### src/rtl/alu_result_buffer_if.sv
// Handshake and status bundle between an ALU result producer, the result buffer and its consumer.
interface alu_result_buffer_if #(
    parameter int unsigned WIDTH = 32,
    parameter int unsigned DEPTH = 2,
    parameter int unsigned OPW   = 3,
    parameter int unsigned CNTW  = 16
);
    localparam int unsigned LVLW = $clog2(DEPTH) + 1;

    logic             in_valid;
    logic             in_ready;
    logic [WIDTH-1:0] in_result;
    logic [OPW-1:0]   in_op;
    logic             out_valid;
    logic             out_ready;
    logic [WIDTH-1:0] out_result;
    logic [OPW-1:0]   out_op;
    logic             out_zero;
    logic             out_neg;
    logic [LVLW-1:0]  level;
    logic [CNTW-1:0]  done_cnt;

    modport master (
        output in_valid, in_result, in_op, out_ready,
        input  in_ready, out_valid, out_result, out_op, out_zero, out_neg, level, done_cnt
    );

    modport slave (
        input  in_valid, in_result, in_op, out_ready,
        output in_ready, out_valid, out_result, out_op, out_zero, out_neg, level, done_cnt
    );
endinterface

### src/rtl/alu_result_buffer.sv
// Registered FIFO stage behind the combinational ALU logic units: stores result, op tag and
// zero/negative flags, presents the head over valid/ready and counts popped results.
module alu_result_buffer #(
    parameter int unsigned WIDTH = 32,
    parameter int unsigned DEPTH = 2,
    parameter int unsigned OPW   = 3,
    parameter int unsigned CNTW  = 16
) (
    input  logic                 clk,
    input  logic                 rst_n,
    alu_result_buffer_if.slave   bus
);
    localparam int unsigned PTRW = $clog2(DEPTH);
    localparam int unsigned LVLW = PTRW + 1;

    typedef enum logic [1:0] {
        ST_EMPTY,
        ST_PARTIAL,
        ST_FULL
    } state_e;

    state_e           state_q, state_d;
    logic [PTRW-1:0]  wr_ptr_q, wr_ptr_d;
    logic [PTRW-1:0]  rd_ptr_q, rd_ptr_d;
    logic [LVLW-1:0]  level_q, level_d;
    logic [CNTW-1:0]  cnt_q, cnt_d;
    logic             in_ready_q, in_ready_d;
    logic             out_valid_q, out_valid_d;

    logic [WIDTH-1:0] mem_res_q  [DEPTH];
    logic [WIDTH-1:0] mem_res_d  [DEPTH];
    logic [OPW-1:0]   mem_op_q   [DEPTH];
    logic [OPW-1:0]   mem_op_d   [DEPTH];
    logic             mem_zero_q [DEPTH];
    logic             mem_zero_d [DEPTH];
    logic             mem_neg_q  [DEPTH];
    logic             mem_neg_d  [DEPTH];

    logic [WIDTH-1:0] head_res_q, head_res_d;
    logic [OPW-1:0]   head_op_q, head_op_d;
    logic             head_zero_q, head_zero_d;
    logic             head_neg_q, head_neg_d;

    logic push;
    logic pop;

    // Handshakes use only registered ready/valid, so out_ready never reaches in_ready.
    assign push = bus.in_valid && in_ready_q;
    assign pop  = out_valid_q && bus.out_ready;

    // Occupancy FSM, pointers, storage and next head entry.
    always_comb begin
        state_d     = state_q;
        level_d     = level_q;
        wr_ptr_d    = wr_ptr_q;
        rd_ptr_d    = rd_ptr_q;
        cnt_d       = cnt_q;
        mem_res_d   = mem_res_q;
        mem_op_d    = mem_op_q;
        mem_zero_d  = mem_zero_q;
        mem_neg_d   = mem_neg_q;

        case (state_q)
            ST_EMPTY: begin
                if (push) begin
                    level_d = LVLW'(1);
                    state_d = ST_PARTIAL;
                end
            end
            ST_PARTIAL: begin
                if (push && !pop) begin
                    level_d = level_q + LVLW'(1);
                    if (level_d == LVLW'(DEPTH)) state_d = ST_FULL;
                end else if (pop && !push) begin
                    level_d = level_q - LVLW'(1);
                    if (level_d == LVLW'(0)) state_d = ST_EMPTY;
                end
            end
            ST_FULL: begin
                if (pop) begin
                    level_d = level_q - LVLW'(1);
                    state_d = ST_PARTIAL;
                end
            end
            default: begin
                state_d = ST_EMPTY;
                level_d = LVLW'(0);
            end
        endcase

        if (push) begin
            mem_res_d[wr_ptr_q]  = bus.in_result;
            mem_op_d[wr_ptr_q]   = bus.in_op;
            mem_zero_d[wr_ptr_q] = ~|bus.in_result;
            mem_neg_d[wr_ptr_q]  = bus.in_result[WIDTH-1];
            wr_ptr_d             = wr_ptr_q + PTRW'(1);
        end
        if (pop) begin
            rd_ptr_d = rd_ptr_q + PTRW'(1);
            cnt_d    = cnt_q + CNTW'(1);
        end

        in_ready_d  = (state_d != ST_FULL);
        out_valid_d = (state_d != ST_EMPTY);
        head_res_d  = mem_res_d[rd_ptr_d];
        head_op_d   = mem_op_d[rd_ptr_d];
        head_zero_d = mem_zero_d[rd_ptr_d];
        head_neg_d  = mem_neg_d[rd_ptr_d];
    end

    // Reset clears storage too, so the head reads as a zero result.
    always_ff @(posedge clk or negedge rst_n) begin
        if (!rst_n) begin
            state_q     <= ST_EMPTY;
            level_q     <= '0;
            wr_ptr_q    <= '0;
            rd_ptr_q    <= '0;
            cnt_q       <= '0;
            in_ready_q  <= 1'b1;
            out_valid_q <= 1'b0;
            head_res_q  <= '0;
            head_op_q   <= '0;
            head_zero_q <= 1'b1;
            head_neg_q  <= 1'b0;
            for (int i = 0; i < int'(DEPTH); i++) begin
                mem_res_q[i]  <= '0;
                mem_op_q[i]   <= '0;
                mem_zero_q[i] <= 1'b1;
                mem_neg_q[i]  <= 1'b0;
            end
        end else begin
            state_q     <= state_d;
            level_q     <= level_d;
            wr_ptr_q    <= wr_ptr_d;
            rd_ptr_q    <= rd_ptr_d;
            cnt_q       <= cnt_d;
            in_ready_q  <= in_ready_d;
            out_valid_q <= out_valid_d;
            head_res_q  <= head_res_d;
            head_op_q   <= head_op_d;
            head_zero_q <= head_zero_d;
            head_neg_q  <= head_neg_d;
            mem_res_q   <= mem_res_d;
            mem_op_q    <= mem_op_d;
            mem_zero_q  <= mem_zero_d;
            mem_neg_q   <= mem_neg_d;
        end
    end

    assign bus.in_ready   = in_ready_q;
    assign bus.out_valid  = out_valid_q;
    assign bus.out_result = head_res_q;
    assign bus.out_op     = head_op_q;
    assign bus.out_zero   = head_zero_q;
    assign bus.out_neg    = head_neg_q;
    assign bus.level      = level_q;
    assign bus.done_cnt   = cnt_q;
endmodule

### src/flat_wrapper.sv
// flat-port wrapper written by rule: the top's interface ports become plain ports
module alu_result_buffer_flat 
#(
    parameter int unsigned WIDTH = 32,
    parameter int unsigned DEPTH = 2,
    parameter int unsigned OPW   = 3,
    parameter int unsigned CNTW  = 16
)
  (clk, rst_n, bus_in_valid, bus_in_result, bus_in_op, bus_out_ready, bus_in_ready, bus_out_valid, bus_out_result, bus_out_op, bus_out_zero, bus_out_neg, bus_level, bus_done_cnt);
  alu_result_buffer_if #(.WIDTH(WIDTH), .DEPTH(DEPTH), .OPW(OPW), .CNTW(CNTW)) bus_i ();
  input  logic clk;
  input  logic rst_n;
  input wire logic [$bits(bus_i.in_valid)-1:0] bus_in_valid;
  input wire logic [$bits(bus_i.in_result)-1:0] bus_in_result;
  input wire logic [$bits(bus_i.in_op)-1:0] bus_in_op;
  input wire logic [$bits(bus_i.out_ready)-1:0] bus_out_ready;
  output wire logic [$bits(bus_i.in_ready)-1:0] bus_in_ready;
  output wire logic [$bits(bus_i.out_valid)-1:0] bus_out_valid;
  output wire logic [$bits(bus_i.out_result)-1:0] bus_out_result;
  output wire logic [$bits(bus_i.out_op)-1:0] bus_out_op;
  output wire logic [$bits(bus_i.out_zero)-1:0] bus_out_zero;
  output wire logic [$bits(bus_i.out_neg)-1:0] bus_out_neg;
  output wire logic [$bits(bus_i.level)-1:0] bus_level;
  output wire logic [$bits(bus_i.done_cnt)-1:0] bus_done_cnt;
  assign bus_i.in_valid = bus_in_valid;
  assign bus_i.in_result = bus_in_result;
  assign bus_i.in_op = bus_in_op;
  assign bus_i.out_ready = bus_out_ready;
  assign bus_in_ready = bus_i.in_ready;
  assign bus_out_valid = bus_i.out_valid;
  assign bus_out_result = bus_i.out_result;
  assign bus_out_op = bus_i.out_op;
  assign bus_out_zero = bus_i.out_zero;
  assign bus_out_neg = bus_i.out_neg;
  assign bus_level = bus_i.level;
  assign bus_done_cnt = bus_i.done_cnt;
  alu_result_buffer #(.WIDTH(WIDTH), .DEPTH(DEPTH), .OPW(OPW), .CNTW(CNTW)) u_core (.clk(clk), .rst_n(rst_n), .bus(bus_i));
endmodule
### config.mk
export PLATFORM = sky130hd
export DESIGN_NAME = alu_result_buffer_flat
export DESIGN_NICKNAME = d
export VERILOG_FILES = /design/src/rtl/alu_result_buffer_if.sv /design/src/rtl/alu_result_buffer.sv /design/src/flat_wrapper.sv
export SDC_FILE = /design/constraint.sdc
export NUM_CORES = 1
export LEC_CHECK = 0
export CAP_MARGIN = 20
export CORE_AREA = 2 2 89 133
export DETAILED_ROUTE_END_ITERATION = 6
export DIE_AREA = 0 0 91 135
export PLACE_DENSITY = 0.85
export SLEW_MARGIN = 20
export SYNTH_ARGS = -nofsm -noshare
export SYNTH_HDL_FRONTEND = slang
export SYNTH_SLANG_ARGS = --single-unit
### constraint.sdc
create_clock -name clk -period 2.2 [get_ports clk]
set_input_delay 0.33 -clock clk [delete_from_list [all_inputs] [get_ports clk]]
set_output_delay 0.33 -clock clk [all_outputs]
set_load 0.02 [all_outputs]
==> reports/results.ini <==
[outcome]
status=completed

[yosys]
yosysWarnings=0
synth_cell_types=41
synth_edf_count=0
synth_area_per_cell_um2=14.8
synth-async-reset-ratio_pct=100
ys.flop_type=dfrtp_1
yosysTopAreaCellShare_pct=60.4
yosysSeqAreaShare_pct=62.4
netlist_area_um2=5430
synth_cells=366
synth_seq_cells=135
synthTopCellsByArea=dfrtp_1, mux2_2, xnor2_1
synth.top_cells.by_count=dfrtp_1, mux2_2, nand2_1, xnor2_1, buf_6
synth_top_cell_by_area=dfrtp_1
syn-num-nets=407
yosysMostFrequentCell=dfrtp_1

[place]
place_area_um2=6620
hpwl_um=7670
dp_cells=607
gp_congestion=0.758
portBuffers=95

[routing]
wl_met1_um=4280
routed_wl_um=11000
vias=3311
ant_nets=0
wl_met2_um=6100
viasPerCell=5.18
wire_per_inst_um=17.2
top_layer=met4
wl_met3_um=398
drtPass1Iterations=4
drt_first_iter_violations=154
drc=0

[global_route]
grt_antenna_before_repair=0
grt_usage_pct=19.2
grt_pass1_wl_um=18200
grt_start_max_net_pins=45
grt-ovfl-total=0
grt_pass1_vias=3767

[cts]
htreeDepth=4
cts_hold_buf=1
path_clk_slew_ns=0.06
clockBufferDepth=2
clock_latency_ns=0.41
clock-sinks=135
cts_buffers=17
post_cts.repair.setup_buffers=0
cts_tree=built
cts-resized-gates=0
cts-root-buf=clkbuf_16

[power_and_ir_drop]
vdd_drop_max_mv=0.958
p_int_w=0.00799
switching_share_pct=30.6
cellPowerDensity_nw_per_um2=1590
leakage_nw=3.10
combPwrFrac_pct=39.2
power.clock.fraction_pct=25.1
seq_power_share_pct=35.7
p_sw_w=0.00353

[die]
num_rows=47
die_width_um=91
die-area_um2=12300
ios=96
core_um2=11100
die-height_um=135
start_util_pct=49.1

[worst_setup_path]
cp.required_ns=2.49
setup.worst_path.end_class=register
path_class=reg -> reg
worstPathArrival_ns=2.17
critPathLaunchType=register
cp_max_fo=12

[timing]
rsz0062_at_grt=no
finalSetupViolCount=0
timing.fmax_ghz=0.533
period_needed_ns=1.88
period_share_pct=85.3
final-hold-violation-count=0
relSlewSlack_pct=61.6
drv_slew=0
tightest_slew_ns=0.576
fin_skew_ns=0.00944

[layout]
drive_gt1_share_pct=31.1
finalNonFillerCells=639
area_delta_synth_final_pct=33.4
n_antenna_cell=0
stdcell_area_um2=7240
nets=521

[run]
cap_violations=0

[hold_path]
hp-class=reg -> reg

sequential cells by signal, indices dropped and copies added, names as in the netlist:
name and flops:
u_core.bus.done_cnt 16, u_core.mem_res_q 64, u_core.bus.in_ready 1, u_core.state_q 2, u_core.bus.out_valid 1, u_core.bus.out_neg 1
u_core.mem_op_q 6, u_core.bus.out_zero 1, u_core.bus.level 2, u_core.mem_zero_q 2, u_core.wr_ptr_q 1, u_core.rd_ptr_q 1
u_core.bus.out_op 3, u_core.mem_neg_q 2, u_core.bus.out_result 32
cell type report:
type | instances | area (µm²)
Multi-Input combinational cell | 212 | 1900
Clock buffer | 18 | 429
Fill cell | 796 | 3820
Timing Repair Buffer | 110 | 1150
Clock inverter | 13 | 181
Tap cell | 147 | 184
Inverter | 4 | 15.0
Sequential cell | 135 | 3380
power by group through the flow:
| stage | sequential [W] | clock (W) | combinational, W |
|---|---|---|---|
| floorplan | 0.00456 | 0 | 0.00242 |
| global placement | 0.00408 | 0 | 0.00437 |
| detailed placement | 0.00414 | 0 | 0.00452 |
| CTS | 0.00412 | 0.00295 | 0.00456 |
| global route | 0.00422 | 0.00306 | 0.00484 |
| finish | 0.00411 | 0.00289 | 0.00451 |
worst paths after layout:
| check | depth (start not counted) | slack (ns) | startpoint | endpoint |
|---|---|---|---|---|
| min in group asynchronous | 2 | 0.48 | rst_n | u_core.bus.done_cnt[12]$_DFFE_PN0P_ |
| max in group asynchronous | 3 | 1.08 | rst_n | u_core.bus.in_ready$_DFF_PN1_ |
| worst min register to register | 1 | 0.47 | u_core.bus.done_cnt[15]$_DFFE_PN0P_ | u_core.bus.done_cnt[15]$_DFFE_PN0P_ |
| worst min-delay path | 1 | 0.47 | u_core.bus.done_cnt[15]$_DFFE_PN0P_ | u_core.bus.done_cnt[15]$_DFFE_PN0P_ |
| worst max register to register | 5 | 0.32 | u_core.bus.in_ready$_DFF_PN1_ | u_core.bus.out_result[16]$_DFF_PN0_ |
| worst max-delay path | 5 | 0.32 | u_core.bus.in_ready$_DFF_PN1_ | u_core.bus.out_result[16]$_DFF_PN0_ |
layer usage:
| layer | vias up | GRT usage (%) |
|---|---|---|
| met5 | - | 0 |
| met1 | 1690 | 20.6 |
| met2 | 77 | 35.7 |
| met3 | 18 | 4.58 |
| met4 | 0 | 7.91 |
| li1 | 1526 | - |
logic make-up (layout without fill, tap and decap cells):
family,Yosys count,count (layout),share of synthesized area [%]
DFF,135,135,62.4
buffers and inverters,19,145,2.70
xor gates and xnor gates,19,19,3.41
adders and majority gates,2,2,0.461
and+or+nand+nor,69,69,6.94
muxes,102,102,21.6
AOI/OAI and AO/OA,20,20,2.54
per-stage QoR:
| stage | hold WS [ns] | worst slack (ns) | util (%) | setup TNS (ns) | power, W |
|---|---|---|---|---|---|
| global placement | 0.365 | -0.0124 | 59.9 | -0.0124 | 0.00846 |
| detailed placement | 0.369 | -0.0269 | 59.9 | -0.0269 | 0.00866 |
| global route | 0.497 | 0.233 | 65.5 | 0 | 0.0121 |
| finish | 0.472 | 0.324 | 65.5 | 0 | 0.0115 |
| CTS | 0.470 | 0.303 | 65.5 | 0 | 0.0116 |
| floorplan | 0.0344 | 0.419 | - | 0 | 0.00698 |
layout by cell type (no fill, tap or decap), types with 2 or more instances in the layout:
cell type | synthesis | layout
a31oi_1 | 2 | 2
nand4_1 | 4 | 4
nor2_1 | 3 | 3
buf_4 | 1 | 8
and3_1 | 6 | 6
dfrtp_1 | 131 | 131
clkdlybuf4s50_1 | 0 | 94
a211oi_1 | 2 | 2
clkinvlp_4 | 0 | 2
inv_1 | 3 | 3
clkinv_4 | 0 | 3
xnor2_1 | 17 | 17
a21oi_1 | 2 | 2
nor2b_1 | 2 | 2
nor4_1 | 7 | 7
and4_1 | 3 | 3
mux2_1 | 6 | 6
mux2_2 | 90 | 90
clkinv_2 | 0 | 4
mux2_4 | 6 | 6
clkbuf_16 | 0 | 17
bufinv_16 | 0 | 4
nand3_1 | 8 | 8
dfstp_2 | 4 | 4
o21ai_0 | 8 | 8
ha_1 | 2 | 2
nand2_1 | 28 | 28
buf_12 | 0 | 7
worst max-delay path, stage by stage (launching register included):
cell and delay (ns):
dfstp_2 0.53, and2_1 0.32, nand2_4 0.11, buf_12 0.17
mux2_1 0.35, mux2_2 0.27
(Power assumes the default switching activity.)
